**src/rtl/cover_toggle_collector.sv**
```systemverilog
// Toggle-coverage collector: sticky covered bitmap, each new point reported once on a valid/ready stream.
// Optional macro COVER_COLLECTOR_COUNT_EN adds a registered covered_count output.
module cover_toggle_collector #(
  parameter int                 WIDTH       = 65,
  parameter int                 INDEX_W     = 64,
  parameter logic [INDEX_W-1:0] COVER_INDEX = '0
) (
  input  logic               clock,
  input  logic               reset,
  input  logic               enable,
  input  logic [WIDTH-1:0]   valid,
  input  logic               clear,
  output logic               out_valid,
  input  logic               out_ready,
  output logic [INDEX_W-1:0] out_index,
  output logic               all_covered
`ifdef COVER_COLLECTOR_COUNT_EN
  ,
  output logic [$clog2(WIDTH+1)-1:0] covered_count
`endif
);

  localparam int POS_W = (WIDTH > 1) ? $clog2(WIDTH) : 1;

  logic [WIDTH-1:0]   r_covered;
  logic [WIDTH-1:0]   r_pending;
  logic               r_out_valid;
  logic [INDEX_W-1:0] r_out_index;
  logic               r_all_covered;

  logic [WIDTH-1:0]   w_new;
  logic [WIDTH-1:0]   w_sel_mask;
  logic [WIDTH-1:0]   w_pending_nxt;
  logic [POS_W-1:0]   w_sel_pos;
  logic               w_found;
  logic               w_load;

  assign w_new  = enable ? (valid & ~r_covered) : '0;
  assign w_load = !r_out_valid || out_ready;

  // Lowest set bit of registered pending wins; scanning downward leaves the lowest hit last.
  always_comb begin
    w_found    = 1'b0;
    w_sel_pos  = '0;
    w_sel_mask = '0;
    for (int i = WIDTH - 1; i >= 0; i--) begin
      if (r_pending[i]) begin
        w_found       = 1'b1;
        w_sel_pos     = POS_W'(i);
        w_sel_mask    = '0;
        w_sel_mask[i] = 1'b1;
      end
    end
  end

  // Pending bits are always already covered, so new bits never collide with the bit being retired.
  assign w_pending_nxt = (r_pending & ~(w_load ? w_sel_mask : '0)) | w_new;

  always_ff @(posedge clock or negedge reset) begin
    if (!reset) begin
      r_covered     <= '0;
      r_pending     <= '0;
      r_out_valid   <= 1'b0;
      r_out_index   <= '0;
      r_all_covered <= 1'b0;
    end else if (clear) begin
      r_covered     <= '0;
      r_pending     <= '0;
      r_out_valid   <= 1'b0;
      r_all_covered <= 1'b0;
    end else begin
      r_covered     <= r_covered | w_new;
      r_pending     <= w_pending_nxt;
      r_all_covered <= r_all_covered | (&r_covered);
      if (w_load) begin
        r_out_valid <= w_found;
        if (w_found) begin
          r_out_index <= COVER_INDEX + INDEX_W'(w_sel_pos);
        end
      end
    end
  end

  assign out_valid   = r_out_valid;
  assign out_index   = r_out_index;
  assign all_covered = r_all_covered;

`ifdef COVER_COLLECTOR_COUNT_EN
  localparam int CNT_W = $clog2(WIDTH + 1);

  logic [CNT_W-1:0] r_count;
  logic [CNT_W-1:0] w_new_ones;

  assign w_new_ones = CNT_W'($countones(w_new));

  always_ff @(posedge clock or negedge reset) begin
    if (!reset) begin
      r_count <= '0;
    end else if (clear) begin
      r_count <= '0;
    end else begin
      r_count <= r_count + w_new_ones;
    end
  end

  assign covered_count = r_count;
`endif

endmodule

```
**config.mk**
```make
export PLATFORM = sky130hd
export DESIGN_NAME = cover_toggle_collector
export DESIGN_NICKNAME = d
export VERILOG_FILES = /design/src/rtl/cover_toggle_collector.sv
export SDC_FILE = /design/constraint.sdc
export NUM_CORES = 1
export LEC_CHECK = 0
export CORE_AREA = 2 2 121 123
export CTS_BUF_LIST = sky130_fd_sc_hd__clkbuf_8 sky130_fd_sc_hd__clkbuf_16
export CTS_CLUSTER_SIZE = 24
export DETAILED_ROUTE_END_ITERATION = 10
export DIE_AREA = 0 0 123 125
export GPL_TIMING_DRIVEN = 0
export PLACE_DENSITY = 0.82
export SYNTH_ARGS = -nofsm -noshare
export SYNTH_HDL_FRONTEND = slang
export SYNTH_SLANG_ARGS = --single-unit
```
**constraint.sdc**
```tcl
create_clock -name clock -period 4.5 [get_ports clock]
set_input_delay 0.9 -clock clock [delete_from_list [all_inputs] [get_ports clock]]
set_output_delay 0.9 -clock clock [all_outputs]
set_load 0.02 [all_outputs]
```
Word level (Yosys, flattened, before mapping) --
Cells that the tools add are included.
Storage, ports and cells: register bits after elaboration 139, input port bits 70, output and inout port bits 66, word-level logic and storage cells 220
Cells by class: multiplexer cells 202, bitwise gates (word level) 8, reductions and logical operators 5
Operators with widths (number):
- 65-bit two-way mux | 69
- 7-bit two-way mux | 65
- 65-bit AND | 2
- 65-bit inverter | 2
- 65-bit OR | 2
- 1-bit two-way mux | 68
- 65-bit AND reduction | 1
- 3-bit AND reduction | 1
- 2-bit nonzero test | 1
- 1-bit logical NOT | 1
- 1-bit logical OR | 1
- 1-bit inverter | 1
- 1-bit OR | 1

Longest topological paths before layout --
Gate-level depths: netlist of run 1.
word-level depth 70, gate-level depth with buffers 8, depth with buffers taken out 6

Worst setup path after synthesis of run 1 --
OpenSTA, ideal clock, no wires.
kind input to register, from input out_ready, to register r_pending[57], library setup time 0.136 ns, data arrival time 2.613 ns, required time 4.364 ns, slack 1.751 ns, cell stages on the path 7, path buffers 1, cell sequence nand2b_1 -> clkbuf_1 -> nand4b_1 -> or3_4 -> or4_4 -> o41ai_2 -> a21oi_1
Between the ends: word-level cells in the longest chain between the ends 6
Ends and longest elaborated chain:
- start: declaration | RTL line 14 | input logic out_ready,
- 1-bit logical OR | RTL line 39 | assign w_load = !r_out_valid || out_ready;
- 65-bit two-way mux | RTL line 57 | assign w_pending_nxt = (r_pending & ~(w_load ? w_sel_mask : '0)) | w_new;
- 65-bit inverter | RTL line 57
- 65-bit AND | RTL line 57
- 65-bit OR | RTL line 57
- 65-bit two-way mux | RTL line 66 | end else if (clear) begin
- end signal: assignment | RTL line 73 | r_pending <= w_pending_nxt;
- end: declaration | RTL line 26 | logic [WIDTH-1:0] r_pending;
No other way between the ends. A chain may end at the register's enable or synchronous reset.

Worst setup path after layout of run 1 --
from input out_ready, to register r_pending[59]
Same word-level chain as after synthesis.

==> results.sh, run 1 <==
export IMPL_hold_slack_ps=454
export IMPL_seq_area_frac_synth_pct=46.1
export IMPL_synth_cell_types=53
export IMPL_grt_ovfl_total=0
export IMPL_cts_tree="built"
export IMPL_synth_common_cells="a21oi_1, nor2_1, dfrtp_1"
export IMPL_yosys_most_used_dff="dfrtp_1"
export IMPL_finalHoldViolations=0
export IMPL_worst_pin_slew_ps=1210
export IMPL_hold_buffers=0
export IMPL_wire_per_inst_um=19.1
export IMPL_fillers=1210
export IMPL_setup_viol=0
export IMPL_drt_first_pass_iters=5
export IMPL_synth_top_area_share_pct=46.1
export IMPL_p_leak_nw=4.07
export IMPL_wirelength_um=23600
export IMPL_synthesis_area_um2=7550
export IMPL_synth_edff_count=0
export IMPL_power_density_nw_per_um2=374
export IMPL_root_buffer="clkbuf_16"
export IMPL_dieArea_um2=15400
export IMPL_cp_max_fo=8
export IMPL_slew_headroom_pct=18.8
export IMPL_synthCells=883
export IMPL_regArea_um2=3480
export IMPL_multiInputGateArea_um2=3630
export IMPL_clock_sinks=139
export IMPL_ys_ff_latch=139
export IMPL_timing_final_crit_share_pct=76.4
export IMPL_vias=7377
export IMPL_n_antenna_cell=0
export IMPL_antenna_found_initial=0
export IMPL_grt_setup_unrepaired="no"
export IMPL_maxCapViolations=0
export IMPL_clk_latency_ps=430
export IMPL_start_util_pct=53.2
export IMPL_clock_skew_ps=5.89
export IMPL_cp_cell_sequence="clkdlybuf4s50_1 -> nand2b_1 -> clkbuf_1 -> nand4b_1 -> or3_4 -> or4_4 -> o31ai_1 -> a21oi_1"
export IMPL_grt_pass1_vias=6796
export IMPL_dp_hpwl_um=17700
export IMPL_ir_drop_uv=268
export IMPL_drcViolationCount=0
export IMPL_pre_cts_ws_ps=756
export IMPL_grt_max_degree=76
export IMPL_p_total_mw=3.50
export IMPL_rrSetupSlack_ps=1310
export IMPL_start_kind="input port"
export IMPL_synth_async_reset_ratio_pct=100
export IMPL_min_period_ps=3440
export IMPL_syn2layout_area_growth_pct=23.7
export IMPL_globalplace_congestion=1.01
export IMPL_portBuffers=76
export IMPL_io_pins=136
export IMPL_post_cts_resized=0
export IMPL_ys_warn_count=0
export IMPL_drt_initial_drc_count=791
export IMPL_required_ps=4790
export IMPL_synth_most_common_cell="a21oi_1"
export IMPL_path_clk_slew_ps=60
export IMPL_crit_type="input port to flip-flop"
export IMPL_fmax_mhz=291
export IMPL_drv_slew=0
export IMPL_crit_slowest_cell="or4_4"
export IMPL_drive_gt1_share_pct=9.64
export IMPL_yosys_area_top_type="dfrtp_1"
export IMPL_core_um2=14200
export IMPL_slowest_delay_ps=560
export IMPL_track_usage_pct=31.7
export IMPL_syn_avg_cell_area_um2=8.55
export IMPL_antenna_left=0
export IMPL_grt_first_pass_wirelength_um=37100
export IMPL_dieWidth_um=123
export IMPL_ctsHtreeMaxLevel=4
export IMPL_nNetsFinal=1105
export IMPL_ys_top_cells_by_area="dfrtp_1, a21oi_1, nor2_1"
export IMPL_arrival_ps=3720
export IMPL_worstSetupEndpointType="flip-flop"
export IMPL_min_delay_path_class="input port to async pin"
export IMPL_rows=44
export IMPL_clock_path_buffers=2
export IMPL_via_per_inst=5.99
export IMPL_timing_final_ws_setup_ps=1060
export IMPL_fp_dieH_um=125
export IMPL_numCtsBuffers=17
export IMPL_outcome="complete, no violations"
export IMPL_postCtsSetupRepairBufs=0
-- through the flow --
step                      setup TNS, ps  util, %  instance area [µm²]  cells
final                                 0     65.7                 9340   1232
after global routing                  0     65.7                 9340   1232
after CTS                             0     65.7                 9340   1232
after detailed placement              0     61.8                 8780   1200
after global placement          -418020     61.6                 8750   1199
after floorplan                       0        -                 7760    939
-- report_power, final --
| group | leakage, nW | total (mW) | internal [mW] | switching (mW) |
|---|---|---|---|---|
| clock network | 0.298 | 1.33 | 0.811 | 0.520 |
| registers | 1.83 | 1.44 | 1.34 | 0.105 |
| logic | 1.94 | 0.721 | 0.285 | 0.437 |
-- cell families after synthesis --
family                 share of synthesized area (%)
flip-flops                                      46.1
AO/OA/AOI/OAI                                   18.0
AND/OR/NAND/NOR                                 27.3
other                                         0.0497
buffers and inverters                           8.57
-- final cells by class --
class	count	area share [%]
multi-input combinational	685	38.9
timing repair buffer	77	8.46
buffer	100	6.33
inverter	15	0.603
sequential	139	37.3
clock buffer	18	4.70
clock inverter	14	1.26
tap	184	2.47
-- worst max-delay path, delay by kind of cell --
kind / cells / cell delay (ps)
simple gates: 4 / 1630
buf+inv: 2 / 830
compound gates: 2 / 340
-- per-layer routing --
layer,global-route usage [%],vias up,wire length (µm)
li1,-,3394,-
met1,46.4,3559,9990
met2,45.4,372,10700
met3,7.07,52,2080
met4,13.4,0,803
met5,0,-,0
-- registers in the layout, indices dropped and copies added (netlist names) --
signal and count:
out_valid 1, out_index 7, r_pending 65, r_covered 65, all_covered 1
-- final timing paths --
path / start / to / cells after the start
hold reg to reg: out_index[5] / out_index[5] / 2
hold / removal: reset / r_covered[38] / 1
min in group clock: out_index[5] / out_index[5] / 2
max in group asynchronous: reset / r_covered[11] / 2
setup reg to reg: r_pending[31] / out_index[4] / 7
setup / recovery: out_ready / r_pending[59] / 8
-- cells in the final DEF (no fill, tap or decap), drive strengths merged, types with 33 or more instances in the layout --
cell | Yosys | layout
nor2 | 144 | 144
clkdlybuf4s50 | 0 | 75
dfrtp | 139 | 139
clkbuf | 39 | 57
nand2 | 58 | 58
o21ai | 33 | 33
conb | 1 | 57
a21oi | 146 | 146
buf | 61 | 63
nand3b | 45 | 45
Power figures use the tool's default switching activity.
==> run 2, diff against run 1 <==
- CORE_AREA: 2 2 121 123 -> 2 2 129 131
- DIE_AREA: 0 0 123 125 -> 0 0 131 133
- PLACE_DENSITY: 0.82 -> 0.77
- clock period: 4.5 -> 2.95 ns (I/O delays scaled with it)
==> run 2 against run 1 <==
Final cell count rose by 3.0%. Combinational power increased by 58%. Worst hold slack worse by 370 ps.
==> results.sh, run 2 (synthesized netlist as in run 1, its figures left out) <==
export IMPL_seq_power_share_pct=39.6
export IMPL_p_sw_share_pct=30.3
export IMPL_portBuffers=76
export IMPL_postPlaceCellArea_um2=8820
export IMPL_grt_max_degree=92
export IMPL_min_period_ps=2800
export IMPL_worst_pin_slew_ps=881
export IMPL_syn2layout_area_growth_pct=26.3
export IMPL_start_util_pct=46.7
export IMPL_grt_setup_unrepaired="no"
export IMPL_pre_cts_ws_ps=-438
export IMPL_p_clk_share_pct=40.0
export IMPL_io_pins=136
export IMPL_net_switching_power_mw=1.69
export IMPL_wire_per_inst_um=18.9
export IMPL_min_delay_path_class="input port to async pin"
export IMPL_dieWidth_um=131
export IMPL_multiInputGateArea_um2=3720
export IMPL_numCtsBuffers=17
export IMPL_clock_skew_ps=7.71
export IMPL_layout_common_cells="a21oi_1, nor2_1, dfrtp_1, clkdlybuf4s50_1, buf_4"
export IMPL_slew_headroom_pct=40.7
export IMPL_grt_first_pass_wirelength_um=37800
export IMPL_drv_slew=0
export IMPL_fp_dieH_um=133
export IMPL_drt_first_pass_iters=6
export IMPL_path_clk_slew_ps=60
export IMPL_power_frac_comb_pct=20.4
export IMPL_grt_pass1_vias=6826
export IMPL_rrSetupSlack_ps=150
export IMPL_wirelength_um=24000
export IMPL_clock_sinks=139
export IMPL_maxCapViolations=0
export IMPL_finalHoldViolations=0
export IMPL_timing_final_crit_share_pct=95.0
export IMPL_antenna_left=0
export IMPL_core_um2=16200
export IMPL_clk_latency_ps=430
export IMPL_p_leak_nw=4.10
export IMPL_timing_final_ws_setup_ps=148
export IMPL_track_usage_pct=28.7
export IMPL_start_kind="flip-flop"
export IMPL_setup_viol=0
export IMPL_cts_tree="built"
export IMPL_internal_power_mw=3.88
export IMPL_vias=7269
export IMPL_cp_max_fo=8
export IMPL_crit_type="flip-flop to flip-flop"
export IMPL_dieArea_um2=17400
export IMPL_arrival_ps=3090
export IMPL_n_antenna_cell=0
export IMPL_fillers=1449
export IMPL_antenna_found_initial=0
export IMPL_via_per_inst=5.73
export IMPL_regArea_um2=3480
export IMPL_worstSetupEndpointType="flip-flop"
export IMPL_fmax_mhz=357
export IMPL_drive_gt1_share_pct=11.1
export IMPL_drt_initial_drc_count=874
export IMPL_stdcell_area_um2=9530
export IMPL_layout_commonest_cell="a21oi_1"
export IMPL_nNetsFinal=1106
export IMPL_rows=47
export IMPL_clock_path_buffers=2
export IMPL_drcViolationCount=0
export IMPL_power_density_nw_per_um2=584
export IMPL_required_ps=3240
export IMPL_globalplace_congestion=1.01
export IMPL_grt_ovfl_total=0
export IMPL_p_total_mw=5.57
export IMPL_outcome="complete, no violations"
export IMPL_ir_drop_uv=383
export IMPL_dp_hpwl_um=17900
export IMPL_postLayoutCoreUtil_pct=58.9
export IMPL_tns_ps=0
export IMPL_root_buffer="clkbuf_16"
export IMPL_ctsHtreeMaxLevel=4
## run 2: cell types whose count changed in the layout (fill, tap and decap cells not counted), sizes merged
cell      previous run  this run
inv                 22        15
clkinvlp             1         4
buf                 63        65
bufinv               2         3
clkbuf              57        58
clkinv               4         5
## run 2: layer usage
layer / global-route usage [%] / up-vias / share of wire, %
li1: - / 3386 / -
met1: 41.3 / 3477 / 42
met2: 42.5 / 358 / 46
met3: 5.90 / 48 / 8.4
met4: 11.2 / 0 / 3.3
met5: 0 / - / 0
## run 2: path summary, 6_finish.rpt
| path | from | end | cells past startpoint |
|---|---|---|---|
| worst max-delay path | r_pending[2] | r_pending[57] | 6 |
| worst min-delay path | reset | r_covered[38] | 1 |
| worst max register to register | r_pending[2] | r_pending[57] | 6 |
| worst min register to register | out_index[5] | out_index[5] | 2 |
| max in group asynchronous | reset | r_covered[5] | 2 |
| min in group clock | out_index[5] | out_index[5] | 2 |
## run 2: repair_timing
action | CTS | global route
pin swaps | 0 | 2
setup endpoints to repair | 6 | 8
hold buffers | 0 | 0
buffers inserted | 1 | 1
resized for setup | 3 | 9
## run 2: critical path, stage by stage, from the launching register on
cell and delay (ps):
dfrtp_1 470, nor4_4 530, nand4b_1 340, or3_4 430, or4_4 540, o41ai_2 240, a21oi_1 110
## run 2: layout make-up
type / count / share of cell area (%)
clock inverters: 12 / 1.52
inverters: 15 / 0.591
flip-flops and latches: 139 / 36.5
repair buffers: 79 / 8.44
plain buffers: 99 / 6.16
multi-input cells: 685 / 39.0
clock buffers: 20 / 4.90
well taps: 220 / 2.89
## run 2: per-stage QoR
step	instances	hold WS, ps
after detailed placement	1236	477
final	1269	86.3
after global placement	1235	465
after global routing	1269	134
after CTS	1269	111
after floorplan	939	294
## run 2: power by group through the flow
stage	clock, mW	combinational, mW	sequential [mW]
global placement	0	1.07	2.22
floorplan	0	0.676	2.20
CTS	2.24	1.10	2.19
global route	2.33	1.24	2.22
detailed placement	0	1.08	2.22
finish	2.23	1.14	2.20
==> run 3, diff against run 2 <==
- SLEW_MARGIN: default -> 10
==> run 3 against run 2 <==
Clock-buffer cell count down 2. Utilization increased by 0.29 points. First-iteration DRC count down 7.8%. Sequential share of layout area decreased by 0.18 points. Via count grew 1.4%. Combinational power is essentially flat. Register-to-register slack gained 20 ps.
==> results.sh, run 3 (synthesized netlist as in run 1, its figures left out) <==
export IMPL_outcome="complete, no violations"
export IMPL_layout_common_cells="a21oi_1, nor2_1, dfrtp_1, clkdlybuf4s50_1, buf_4"
export IMPL_portBuffers=76
export IMPL_dieWidth_um=131
export IMPL_postPlaceCellArea_um2=8820
export IMPL_hold_buffers=0
export IMPL_timing_final_crit_share_pct=94.4
export IMPL_grt_ovfl_total=0
export IMPL_setup_viol=0
export IMPL_power_density_nw_per_um2=599
export IMPL_numCtsBuffers=17
export IMPL_fp_dieH_um=133
export IMPL_wire_per_inst_um=19.0
export IMPL_antenna_left=0
export IMPL_clock_path_buffers=2
export IMPL_maxCapViolations=0
export IMPL_wirelength_um=24100
export IMPL_core_um2=16200
export IMPL_fillers=1457
export IMPL_min_period_ps=2790
export IMPL_start_util_pct=46.7
export IMPL_globalplace_congestion=1.01
export IMPL_slew_headroom_pct=42.3
export IMPL_clk_latency_ps=430
export IMPL_dieArea_um2=17400
export IMPL_dp_hpwl_um=17800
export IMPL_required_ps=3240
export IMPL_crit_type="flip-flop to flip-flop"
export IMPL_io_pins=136
export IMPL_via_per_inst=5.81
export IMPL_finalHoldViolations=0
export IMPL_vias=7370
export IMPL_track_usage_pct=28.8
export IMPL_n_antenna_cell=0
export IMPL_stdcell_area_um2=9580
export IMPL_worstSetupEndpointType="flip-flop"
export IMPL_drt_first_pass_iters=7
export IMPL_reg2regPathDepth=7
export IMPL_grt_setup_unrepaired="no"
export IMPL_layout_commonest_cell="a21oi_1"
export IMPL_arrival_ps=3080
export IMPL_ctsHtreeMaxLevel=4
export IMPL_worst_pin_slew_ps=865
export IMPL_min_delay_path_class="input port to async pin"
export IMPL_start_kind="flip-flop"
export IMPL_ir_drop_uv=393
export IMPL_cp_startpoint="r_pending[9]"
export IMPL_tns_ps=0
export IMPL_syn2layout_area_growth_pct=26.9
export IMPL_drcViolationCount=0
export IMPL_clock_skew_ps=7.16
export IMPL_clock_sinks=139
export IMPL_rrSetupSlack_ps=160
export IMPL_root_buffer="clkbuf_16"
export IMPL_cp_endpoint="r_pending[59]"
export IMPL_path_clk_slew_ps=60
export IMPL_drive_gt1_share_pct=11.1
export IMPL_grt_max_degree=89
export IMPL_p_leak_nw=4.12
export IMPL_grt_first_pass_wirelength_um=38000
export IMPL_antenna_found_initial=0
export IMPL_drv_slew=0
export IMPL_rr_endpoint="r_pending[59]"
export IMPL_nNetsFinal=1106
export IMPL_grt_pass1_vias=6855
export IMPL_cp_max_fo=9
export IMPL_cts_tree="built"
export IMPL_p_total_mw=5.74
export IMPL_fmax_mhz=359
export IMPL_regToRegStartpoint="r_pending[9]"
export IMPL_drt_initial_drc_count=806
export IMPL_rows=47
==> run 3: cell types whose count changed in the layout (fill, tap and decap cells not counted) <==
cell,previous run,this run
clkinv_2,5,2
clkinv_4,0,4
inv_6,0,1
bufinv_16,3,5
clkbuf_8,3,1
clkinvlp_4,4,2
==> run 3: critical path, cell delays in order (launching register included) <==
cell	delay, ps
dfrtp_1	370
clkbuf_1	220
or3_1	400
or3_4	370
or3_4	400
or4_4	540
o31ai_1	230
a21oi_1	100
==> run 3: metal layers <==
metal	track usage, %	part of all wire, %
met1	41.0	42
met2	43.2	47
met3	6.35	8.3
met4	10.9	2.7
met5	0	0
==> run 3: area by class of cell <==
class | instances | area, µm² | area share, %
Timing Repair Buffer | 79 | 805 | 8.40
Inverter | 15 | 56.3 | 0.588
Tap cell | 220 | 275 | 2.87
Multi-Input combinational cell | 685 | 3720 | 38.8
Buffer | 99 | 587 | 6.13
Clock buffer | 18 | 439 | 4.58
Clock inverter | 14 | 219 | 2.29
Sequential cell | 139 | 3480 | 36.3
==> run 3: repair_timing <==
item                                    CTS  global route
pin swaps                                 0             5
buffers inserted                          0             2
endpoints found under the setup margin    6            12
resized for setup                         3             9
==> run 3: through the flow <==
| step | setup WS [ps] | hold WS [ps] | util [%] | instances |
|---|---|---|---|---|
| 6_report | 164 | 107 | 59.2 | 1269 |
| 3_5_place_dp | -410 | 477 | 54.6 | 1236 |
| 3_3_place_gp | -4240 | 465 | 54.4 | 1235 |
| 5_1_grt | 4.22 | 143 | 59.2 | 1269 |
| 2_1_floorplan | 446 | 294 | - | 939 |
| 4_1_cts | 22.5 | 119 | 58.8 | 1268 |
==> run 3: how the worst min path moves through the flow <==
stage	end	depth (start not counted)	start	slack [ps]
after floorplan	all_covered	0	reset	290
after global placement	out_index[5]	2	out_index[5]	470
after detailed placement	out_index[5]	2	out_index[5]	480
after CTS	r_covered[38]	1	reset	120
after global routing	r_covered[62]	1	reset	140
final	r_covered[38]	1	reset	110
==> run 3: power breakdown <==
group          total [mW]  switching [mW]  internal [mW]
logic                1.14           0.683          0.452
registers            2.21           0.166           2.04
clock network        2.40           0.874           1.53
total                5.74            1.72           4.02
